$ cat src/rtl/mpy_seq_ctrl.sv
// mpy_seq_ctrl: operand FIFO + sequencer + result collector for the serial 8x8 signed multiplier.
// Ports: CLK, reset (sync, active-high); in_valid/in_ready/in_a/in_b operand push;
//   mpy_start/mpy_a/mpy_b/mpy_out/mpy_valid multiplier side;
//   res_valid/res_ready/res_prod/res_err result port; busy.
// Option: define MPY_SEQ_CHECK_EN to compare the multiplier product against a shadow product.
module mpy_seq_ctrl #(
  parameter int DEPTH   = 4,
  parameter int TIMEOUT = 40
) (
  input  logic        CLK,
  input  logic        reset,
  input  logic        in_valid,
  output logic        in_ready,
  input  logic [7:0]  in_a,
  input  logic [7:0]  in_b,
  output logic        mpy_start,
  output logic [7:0]  mpy_a,
  output logic [7:0]  mpy_b,
  input  logic [15:0] mpy_out,
  input  logic        mpy_valid,
  output logic        res_valid,
  input  logic        res_ready,
  output logic [15:0] res_prod,
  output logic        res_err,
  output logic        busy
);

  localparam int AW = (DEPTH > 1) ? $clog2(DEPTH) : 1;
  localparam int CW = AW + 1;
  localparam int TW = $clog2(TIMEOUT + 1);

  typedef enum logic [1:0] {
    IDLE  = 2'd0,
    START = 2'd1,
    WAIT  = 2'd2,
    HOLD  = 2'd3
  } state_t;

  state_t state, state_nxt;

  logic [7:0]    mem_a [DEPTH];
  logic [7:0]    mem_b [DEPTH];
  logic [AW-1:0] wr_ptr;
  logic [AW-1:0] rd_ptr;
  logic [CW-1:0] count;
  logic [TW-1:0] tmr;

  logic push;
  logic pop;
  logic fifo_nonempty;
  logic hit_to;
  logic capture;
  logic abort;

  // ---------------- FIFO ----------------
  assign fifo_nonempty = (count != '0);
  assign in_ready      = (count < CW'(DEPTH)) && !reset;
  assign push          = in_valid && in_ready;
  // Pop only from IDLE; a push into an empty FIFO is visible next cycle.
  assign pop           = (state == IDLE) && fifo_nonempty;

  always_ff @(posedge CLK) begin
    if (push) begin
      mem_a[wr_ptr] <= in_a;
      mem_b[wr_ptr] <= in_b;
    end
  end

  // DEPTH is a power of two, so pointers wrap naturally.
  always_ff @(posedge CLK) begin
    if (reset) begin
      wr_ptr <= '0;
      rd_ptr <= '0;
      count  <= '0;
    end else begin
      if (push) wr_ptr <= wr_ptr + 1'b1;
      if (pop)  rd_ptr <= rd_ptr + 1'b1;
      unique case ({push, pop})
        2'b10:   count <= count + 1'b1;
        2'b01:   count <= count - 1'b1;
        default: count <= count;
      endcase
    end
  end

  // ---------------- FSM ----------------
  // tmr counts completed WAIT cycles; this WAIT cycle is the TIMEOUT-th one.
  assign hit_to  = (tmr == TW'(TIMEOUT - 1));
  assign capture = (state == WAIT) && mpy_valid;
  assign abort   = (state == WAIT) && !mpy_valid && hit_to;

  always_ff @(posedge CLK) begin
    if (reset) state <= IDLE;
    else       state <= state_nxt;
  end

  always_comb begin
    state_nxt = state;
    unique case (state)
      IDLE:  if (fifo_nonempty) state_nxt = START;
      START: state_nxt = WAIT;
      WAIT:  if (capture || abort) state_nxt = HOLD;
      HOLD:  if (res_ready) state_nxt = IDLE;
      default: state_nxt = IDLE;
    endcase
  end

  always_comb begin
    mpy_start = (state == START);
    res_valid = (state == HOLD);
    busy      = (state != IDLE) || fifo_nonempty;
  end

  // ---------------- datapath ----------------
`ifdef MPY_SEQ_CHECK_EN
  logic signed [15:0] head_a;
  logic signed [15:0] head_b;
  logic        [15:0] head_prod;
  logic        [15:0] shadow;

  assign head_a    = 16'($signed(mem_a[rd_ptr]));
  assign head_b    = 16'($signed(mem_b[rd_ptr]));
  assign head_prod = 16'(head_a * head_b);

  always_ff @(posedge CLK) begin
    if (reset)    shadow <= '0;
    else if (pop) shadow <= head_prod;
  end
`endif

  always_ff @(posedge CLK) begin
    if (reset) begin
      mpy_a    <= '0;
      mpy_b    <= '0;
      tmr      <= '0;
      res_prod <= '0;
      res_err  <= 1'b0;
    end else begin
      if (pop) begin
        mpy_a <= mem_a[rd_ptr];
        mpy_b <= mem_b[rd_ptr];
        tmr   <= '0;
      end else if (state == WAIT) begin
        tmr <= tmr + 1'b1;
      end
      // Valid wins over a coinciding timeout.
      if (capture) begin
        res_prod <= mpy_out;
`ifdef MPY_SEQ_CHECK_EN
        res_err  <= (mpy_out != shadow);
`else
        res_err  <= 1'b0;
`endif
      end else if (abort) begin
        res_prod <= '0;
        res_err  <= 1'b1;
      end
    end
  end

endmodule

$ cat config.mk
export PLATFORM = sky130hd
export DESIGN_NAME = mpy_seq_ctrl
export DESIGN_NICKNAME = d
export VERILOG_FILES = /design/src/rtl/mpy_seq_ctrl.sv
export SDC_FILE = /design/constraint.sdc
export NUM_CORES = 1
export LEC_CHECK = 0
export ABC_AREA = 1
export BUFFER_PORTS_ARGS = -buffer_cell sky130_fd_sc_hd__buf_2
export CORE_ASPECT_RATIO = 0.8
export CORE_MARGIN = 1
export CORE_UTILIZATION = 30
export DETAILED_ROUTE_END_ITERATION = 10
export GPL_TIMING_DRIVEN = 0
export PLACE_DENSITY = 0.45
export SLEW_MARGIN = 10
export SYNTH_ARGS = -nofsm -noshare
export SYNTH_HDL_FRONTEND = slang
export SYNTH_SLANG_ARGS = --single-unit
$ cat constraint.sdc
create_clock -name CLK -period 2.4 [get_ports CLK]
set_input_delay 0 -clock CLK [delete_from_list [all_inputs] [get_ports CLK]]
set_output_delay 0 -clock CLK [all_outputs]
set_load 0.005 [all_outputs]
# After elaboration in Yosys (flattened, before gate mapping)

Memories as Yosys holds them, arrays and structs flattened. A register that Yosys moved wholly into a read port is not among the register bits.
Index checks and enable logic that the tools add are counted.

Logic and storage cells: 51
Flip-flop bits (word level): 32
Memory bits (writable): 64
Input bits: 37
Memories: 2
Output and inout bits: 37

Memories:

| memory | words | bits a word | rd ports | clocked after Yosys merged registers in | write ports | RTL line | source |
|---|---|---|---|---|---|---|---|
| mem_a  | 4     | 8           | 1        | 1                                       | 1           | 41       | `logic [7:0] mem_a [DEPTH];` |
| mem_b  | 4     | 8           | 1        | 1                                       | 1           | 42       | `logic [7:0] mem_b [DEPTH];` |

Mux-type cells: 9
Reduce and logical (&&, ||, !) cells: 18
Equality and inequality tests: 9
$add $sub $neg: 5
$lt $le $gt $ge: 1

Operator list:

| cell                                                                   | count |
|---|---|
| 16-bit two-way mux                                                     | 2 |
| 2-bit one-hot mux with 4 select lines                                  | 1 |
| 6-bit by 1-bit adder with 6-bit output (second input constant)         | 1 |
| 2-bit equality test (second input constant)                            | 3 |
| 6-bit equality test (second input constant)                            | 1 |
| 1-bit logical AND                                                      | 6 |
| 2-bit two-way mux                                                      | 3 |
| 3-bit one-hot mux with 2 select lines                                  | 1 |
| 2-bit nonzero test                                                     | 3 |
| 2-bit by 1-bit adder with 2-bit output (second input constant)         | 2 |
| 2-bit by 1-bit equality test with 1-bit output (second input constant) | 2 |
| 2-bit by 1-bit != test with 1-bit output (second input constant)       | 2 |
| 2-bit OR reduction                                                     | 2 |
| 3-bit by 1-bit adder with 3-bit output (second input constant)         | 1 |
| 3-bit less-than comparator (second input constant)                     | 1 |
| 3-bit AND reduction                                                    | 1 |
| 3-bit nonzero test                                                     | 1 |
| 3-bit by 1-bit subtractor with 3-bit output (second input constant)    | 1 |
| 1-bit logical NOT                                                      | 2 |
| 2-bit logical NOT                                                      | 1 |
| 1-bit logical OR                                                       | 2 |
| 1-bit two-way mux                                                      | 2 |
| 2-bit != test (second input constant)                                  | 1 |

# Depth between registers and ports, before layout

Gate-level depths: netlist (run 1).

Depth after elaboration: 6
Mapped depth: 12
Gate-level depth less buffers: 11

# Worst setup path after synthesis (run 1)

OpenSTA, ideal clock, no wires.

Path type: register to register
Start: register state[0]
End: register count[2]
Data required time: 2.272 ns
Clock period less this slack: 2.000 ns
Path buffers: 1
Arrival: 1.873 ns
Cell stages (with the launch flop): 13
Library setup time: 0.128 ns
Path slack: 0.400 ns
Cell sequence: dfxtp_1 -> inv_1 -> ha_1 -> nand2_1 -> inv_2 -> buf_2 -> ha_1 -> inv_1 -> fa_1 -> a21oi_1 -> o21ai_0 -> xor2_1 -> nor2_1

Word-level cells in the longest chain between the ends: 4
Elaborated cells between the ends (all ways): 6
Classes of those cells: eq/ne (2); mux (1); reduce/logical (3)

RTL lines:

| item                                                                                         | RTL line | source |
|---|---|---|
| from (decl)                                                                                  | 39       | `state_t state, state_nxt;` |
| from (signal assigned)                                                                       | 94       | `else state <= state_nxt;` |
| 2-bit logical NOT *                                                                          | 60       | `assign pop = (state == IDLE) && fifo_nonempty;` |
| 1-bit logical AND *                                                                          | 60       |  |
| via pop                                                                                      | 49       | `logic pop;` |
| 2-bit by 1-bit equality test with 1-bit output / 2-bit equality test (equally long branches) | 78       | `unique case ({push, pop})` |
| 3-bit one-hot mux with 2 select lines / 2-bit nonzero test (equally long branches)           | --       |  |
| to (signal assigned)                                                                         | 79       | `2'b10: count <= count + 1'b1;` |
| to (signal assigned)                                                                         | 80       | `2'b01: count <= count - 1'b1;` |
| to (signal assigned)                                                                         | 81       | `default: count <= count;` |
| to (decl)                                                                                    | 45       | `logic [CW-1:0] count;` |

Mark *: on every way through the listed nets, which the timed path passes. The rest lies on a longest branch.
A chain may end at the register's enable or synchronous reset.

# Worst setup path after layout (run 1)

Start: register state[0]
End: register count[2]

Word-level cells in the longest chain between the ends: 4
Elaborated cells between the ends (all ways): 6
Classes of those cells: eq/ne (2); mux (1); reduce/logical (3)

RTL lines:

| item                                                                                         | RTL line |
|---|---|
| 2-bit logical NOT *                                                                          | 60 |
| 1-bit logical AND *                                                                          | 60 |
| 2-bit by 1-bit equality test with 1-bit output / 2-bit equality test (equally long branches) | 78 |
| 3-bit one-hot mux with 2 select lines / 2-bit nonzero test (equally long branches)           | -- |

Every way passes the cells marked *; elsewhere a longest branch is shown, timed or not.

==> flow_summary.json, run 1 <==
{
  "start_util_pct": 30.9,
  "min_path_type": "in2reg",
  "place.detailed.hpwl_um": 7170,
  "cts-root-buf": "clkbuf_16",
  "port_buffers": 73,
  "cellLeakagePower_nw": 2.20,
  "cts.htree.levels": 3,
  "cts.clk_slew.worst_paths_ns": 0.07,
  "drc": 0,
  "period_share_pct": 90.1,
  "clock_power_share_pct": 28.2,
  "synthCells": 413,
  "required_ns": 2.63,
  "fin_crit_ns": 2.16,
  "critical_path.max_fanout": 19,
  "synth_cell_types": 30,
  "fmax_mhz": 462,
  "via_per_inst": 4.51,
  "finalClockSkew_ns": 0.00869,
  "grtUsageTotal_pct": 15.3,
  "final.setup.tns_ns": 0,
  "syn_nets": 461,
  "vias": 3253,
  "synth.avg_cell_area_um2": 10.7,
  "numCtsBuffers": 9,
  "dr.pass1.iters": 4,
  "io_pins": 74,
  "routedWlPerCell_um": 14.6,
  "grt_antenna_before_repair": 0,
  "powerDensity_nw_per_um2": 893,
  "crit_type": "reg2reg",
  "worst_setup_path_start_kind": "flip-flop",
  "cts_tree": "yes",
  "first_iter_violations": 204,
  "netlist_area_um2": 4410,
  "slew_headroom_pct": 58.7,
  "power_frac_seq_pct": 45.9,
  "clk_latency_ns": 0.35,
  "die_w_um": 138,
  "p_comb_share_pct": 25.9,
  "rsz0062_at_grt": "false",
  "finalNetCount": 580,
  "fin_cells": 721,
  "drtAntennaViolNets": 0,
  "internal_power_mw": 3.46,
  "worstMarginPinSlew_ns": 0.619,
  "irDropWorstVdd_v": 0.000421,
  "grt_pass1_vias": 3175,
  "drive_gt1_share_pct": 22.9,
  "num_rows": 39,
  "grt-ovfl-total": 0,
  "clockBufferDepth": 2,
  "ys_ff_latch": 112,
  "yosysWarnings": 0,
  "timing.reg2reg.setup_slack_ns": 0.24,
  "final_util_pct": 39.7,
  "core_um2": 14300,
  "grt_pass1_wl_um": 17300,
  "switching_share_pct": 31.9,
  "clkSinkCount": 112,
  "critical_path_arrival_ns": 2.39,
  "status": "completed",
  "dp_cells": 674,
  "hold_viol_final": 0,
  "finalMaxSlewViolations": 0,
  "die-height_um": 110,
  "end_kind": "flip-flop",
  "die_area_um2": 15200,
  "syn_to_final_growth_pct": 28.7,
  "antenna_cells": 0,
  "setup_viol": 0,
  "p_sw_mw": 1.62,
  "drt_wl_total_um": 10600,
  "synth-seq-area-share_pct": 65.3,
  "gp_congestion": 0.750,
  "maxCapViolCount": 0,
  "grt_max_degree": 20
}
cells in the final DEF, fill, tap and decap left out, types with 10 or more instances in the layout:
cell type,n
a21oi_1,28
buf_2,84
dfxtp_1,48
dlygate4sd3_1,32
edfxtp_1,64
ha_1,10
inv_1,21
nand2_1,29
nand3_1,22
nor2_1,77
o21ai_0,46
o22ai_1,16
timing repair:
| item | 4_1_cts | 5_1_grt |
|---|---|---|
| hold buffers | 32 | 0 |
| buffers inserted | 0 | 0 |
| gates resized for setup | 1 | 2 |
| endpoints found under the setup margin | 1 | 1 |
| hold endpoints to repair | 80 | 0 |
critical path, cell delays in order, from the launching register on:
cell and delay (ns):
dfxtp_1 0.33, inv_1 0.10, ha_1 0.21, nand2_1 0.14
inv_6 0.18, ha_1 0.17, inv_1 0.07, fa_1 0.39
a21oi_1 0.14, o21ai_0 0.11, xor2_1 0.16, nor2_1 0.05
metal layers:
metal	share of wire, %	global-route usage [%]	vias up
li1	-	-	1663
met5	0	0	-
met4	0.70	3.81	0
met1	50	21.5	1526
met3	4.3	4.82	6
met2	45	22.6	58
state kept, by name, indices dropped and copies added (netlist names):
register and count:
mpy_a 8, mem_b 32, mpy_b 8, state 2, mem_a 32, wr_ptr 2, count 3, tmr 6
rd_ptr 2, res_err 1, res_prod 16
metrics by stage:
stage          area (um^2)  hold WS (ns)  setup WS (ns)  power [mW]
6_report              5680        0.0266          0.237        5.07
3_5_place_dp          5080         0.224       -0.00651        3.66
3_3_place_gp          5010         0.220         -0.118        3.62
5_1_grt               5680        0.0457         0.0271        5.43
4_1_cts               5680      0.000770         0.0371        5.17
2_1_floorplan         4410        0.0342          0.400        3.17
Yosys cell counts:
library cell	number	area share [%]
nand2_4	1	0.26
nor2_4	2	0.51
nor3b_1	1	0.17
nand3_1	22	2.5
inv_4	1	0.14
buf_1	1	0.085
o21a_1	1	0.17
o21ai_0	46	5.2
a211oi_2	1	0.28
buf_4	3	0.51
inv_2	4	0.34
a21oi_1	28	3.2
fa_1	1	0.45
buf_2	12	1.4
dfxtp_1	48	22
o21ai_1	7	0.79
nor4_1	1	0.14
nor3_1	2	0.23
inv_1	21	1.8
nand4_4	1	0.48
nand2_2	2	0.28
nand2_1	29	2.5
buf_6	2	0.51
edfxtp_1	64	44
ha_1	10	2.8
o22ai_1	16	2.3
xor2_1	2	0.40
nor2_1	81	6.9
mux2i_1	1	0.23
clkbuf_1	2	0.17
kinds of logic (layout without fill, tap and decap cells):
family	after synthesis	in the layout	synth area share, %
buf+inv	46	170	4.91
simple gates	142	142	13.9
fa+ha+maj	11	11	3.29
compound gates	99	99	11.9
xor+xnor	2	2	0.397
mux	1	1	0.227
flops	112	112	65.3
area by class of cell:
type                            count  area (um^2)
Buffer                             19          111
Sequential cell                   112         2880
Fill cell                        1423         8620
Inverter                           26          105
Clock buffer                       10          229
Tap cell                          184          230
Multi-Input combinational cell    255         1320
Timing Repair Buffer              109          746
Clock inverter                      6         51.3
worst paths after layout:
path                                    from  cells after the start      endpoint
worst max-delay path                state[0]                     11      count[2]
worst min register to register  res_prod[13]                      2  res_prod[13]
worst min-delay path               res_ready                      6      state[0]
worst max register to register      state[0]                     11      count[2]
power groups by stage:
stage | Combinational [mW] | Clock, mW | Sequential (mW)
CTS | 1.35 | 1.49 | 2.33
global placement | 1.25 | 0 | 2.37
finish | 1.31 | 1.43 | 2.33
detailed placement | 1.29 | 0 | 2.37
global route | 1.50 | 1.58 | 2.36
floorplan | 0.803 | 0 | 2.37
No activity file was read; power rests on OpenSTA's default activity.
==> run 2, diff against run 1 <==
CORE_ASPECT_RATIO = default   (was 0.8)
==> run 2 against run 1 <==
Compared with the run above:
- flip-flop and latch count did not move
- first-iteration DRC count down 11%
- maximum frequency fell by 0.98%
- cell area rose by 0.64%
- via count rose by 2.1%
- cell count stayed put
- clock-buffer cell count did not move
- total power is 2.2% higher
- register-to-register slack lost 0.02 ns
- hold slack improved by 0.0099 ns
==> flow_summary.json, run 2 (synthesis results as in run 1) <==
{
  "status": "completed",
  "vias": 3322,
  "drt_wl_total_um": 10700,
  "end_kind": "flip-flop",
  "max_stage_delay_ns": 0.38,
  "place.detailed.hpwl_um": 7070,
  "finalNetCount": 584,
  "timing.rr.end": "count[2]",
  "antenna_cells": 0,
  "grt_max_degree": 18,
  "holdPathEnd": "count[0]",
  "num_rows": 43,
  "die-height_um": 123,
  "rr_startpoint": "state[0]",
  "clockBufferDepth": 2,
  "rr_worst_depth": 12,
  "gp_congestion": 0.742,
  "fmax_mhz": 458,
  "drc": 0,
  "cts.clk_slew.worst_paths_ns": 0.07,
  "fin_cells": 721,
  "finalClockSkew_ns": 0.00647,
  "cts-root-buf": "clkbuf_16",
  "slew_headroom_pct": 60.4,
  "layout_common_cells": "buf_2, nor2_1, edfxtp_1",
  "grtUsageTotal_pct": 14.9,
  "grt-ovfl-total": 0,
  "crit_start": "state[0]",
  "fin_crit_ns": 2.18,
  "hold_ws_ns": 0.0364,
  "routedWlPerCell_um": 14.8,
  "min_path_type": "in2reg",
  "cts_tree": "yes",
  "worst_setup_path_start_kind": "flip-flop",
  "final_common_cell": "buf_2",
  "slowest_stage": "fa_1",
  "dp_worst_setup_slack_ns": -0.0462,
  "powerDensity_nw_per_um2": 908,
  "grt_antenna_before_repair": 0,
  "port_buffers": 73,
  "drive_gt1_share_pct": 23.5,
  "crit_type": "reg2reg",
  "required_ns": 2.63,
  "path_cells": "inv_1 > ha_2 > nand2_1 > inv_4 > buf_4 > ha_1 > inv_1 > fa_1 > a21oi_1 > o21ai_0 > xor2_1 > nor2_1",
  "maxCapViolCount": 0,
  "irDropWorstVdd_v": 0.000412,
  "first_iter_violations": 182,
  "cellLeakagePower_nw": 2.23,
  "dr.pass1.iters": 4,
  "rsz0062_at_grt": "false",
  "setup_ws_ns": 0.216,
  "finalMaxSlewViolations": 0,
  "wl_met3_um": 398,
  "hold_viol_final": 0,
  "dp_cells": 670,
  "io_pins": 74,
  "syn_to_final_growth_pct": 29.5,
  "fill_cells": 1397,
  "hold_start": "reset",
  "reg_top3": "mem_a: 32 flops, mem_b: 32 flops, res_prod: 16 flops",
  "critical_path_arrival_ns": 2.41,
  "die_area_um2": 15200,
  "power_mw": 5.19,
  "die_w_um": 123,
  "numCtsBuffers": 9,
  "clkSinkCount": 112,
  "worstMarginPinSlew_ns": 0.593,
  "final_util_pct": 40.5,
  "wl_met2_um": 5000,
  "critical_path.max_fanout": 10,
  "cts.htree.levels": 3,
  "met1_length_um": 5140,
  "clk_latency_ns": 0.35,
  "highest_layer": "met4",
  "timing.reg2reg.setup_slack_ns": 0.22,
  "cp_common_cell": "inv_1",
  "grt_pass1_vias": 3244,
  "setup_viol": 0,
  "period_share_pct": 91.0,
  "drtAntennaViolNets": 0,
  "min_path_cells": 4,
  "via_per_inst": 4.61,
  "core_um2": 14100,
  "grt_pass1_wl_um": 16700,
  "start_util_pct": 31.3
}
==> run 2: where the power goes <==
group / switching, mW / leakage [nW] / internal [mW] / total [mW]
Sequential: 0.0988 / 0.973 / 2.24 / 2.33
Combinational: 0.819 / 1.12 / 0.532 / 1.35
Clock: 0.694 / 0.140 / 0.806 / 1.50
Total: 1.61 / 2.23 / 3.57 / 5.19
==> run 2: worst max-delay path by stage <==
stage	end	slack (ns)
2_1_floorplan	count[2]	0.40
3_3_place_gp	mem_a[3][2]	-0.18
3_5_place_dp	count[2]	-0.05
4_1_cts	count[2]	0.008
5_1_grt	count[2]	0.02
6_report	count[2]	0.22
==> run 2: worst max-delay path, delay by kind of cell, from the launching register on <==
family,cells,cell delay (ns)
adder cells (fa/ha/maj),3,0.75
buffers and inverters,4,0.41
flip-flops,1,0.33
AO/OA/AOI/OAI,2,0.25
AND/OR/NAND/NOR,2,0.17
XOR/XNOR,1,0.14
==> run 2: stage by stage <==
step / area, um^2 / TNS [ns]
after floorplan: 4410 / 0
after global placement: 5000 / -6.69
after detailed placement: 5070 / -0.0462
after CTS: 5690 / 0
after global routing: 5710 / 0
final: 5710 / 0
==> run 2: area by class of cell <==
class / instances / area [um^2] / area share (%)
Tap cell: 180 / 225 / 3.94
Clock inverter: 6 / 60.1 / 1.05
Sequential cell: 112 / 2880 / 50.4
Buffer: 20 / 119 / 2.08
Inverter: 26 / 103 / 1.80
Timing Repair Buffer: 112 / 771 / 13.5
Multi-Input combinational cell: 255 / 1330 / 23.2
Clock buffer: 10 / 229 / 4.01
==> run 2: what timing repair did <==
action                     CTS  global route
setup buffers                0             2
gates resized for setup      1             2
setup endpoints to repair    1             2
hold endpoints to repair    81             0
hold buffers                33             0
==> run 2: routing by layer <==
metal	up-vias	track usage (%)
met3	12	2.81
met5	-	0
met2	82	24.8
met1	1556	19.1
li1	1672	-
met4	0	6.10
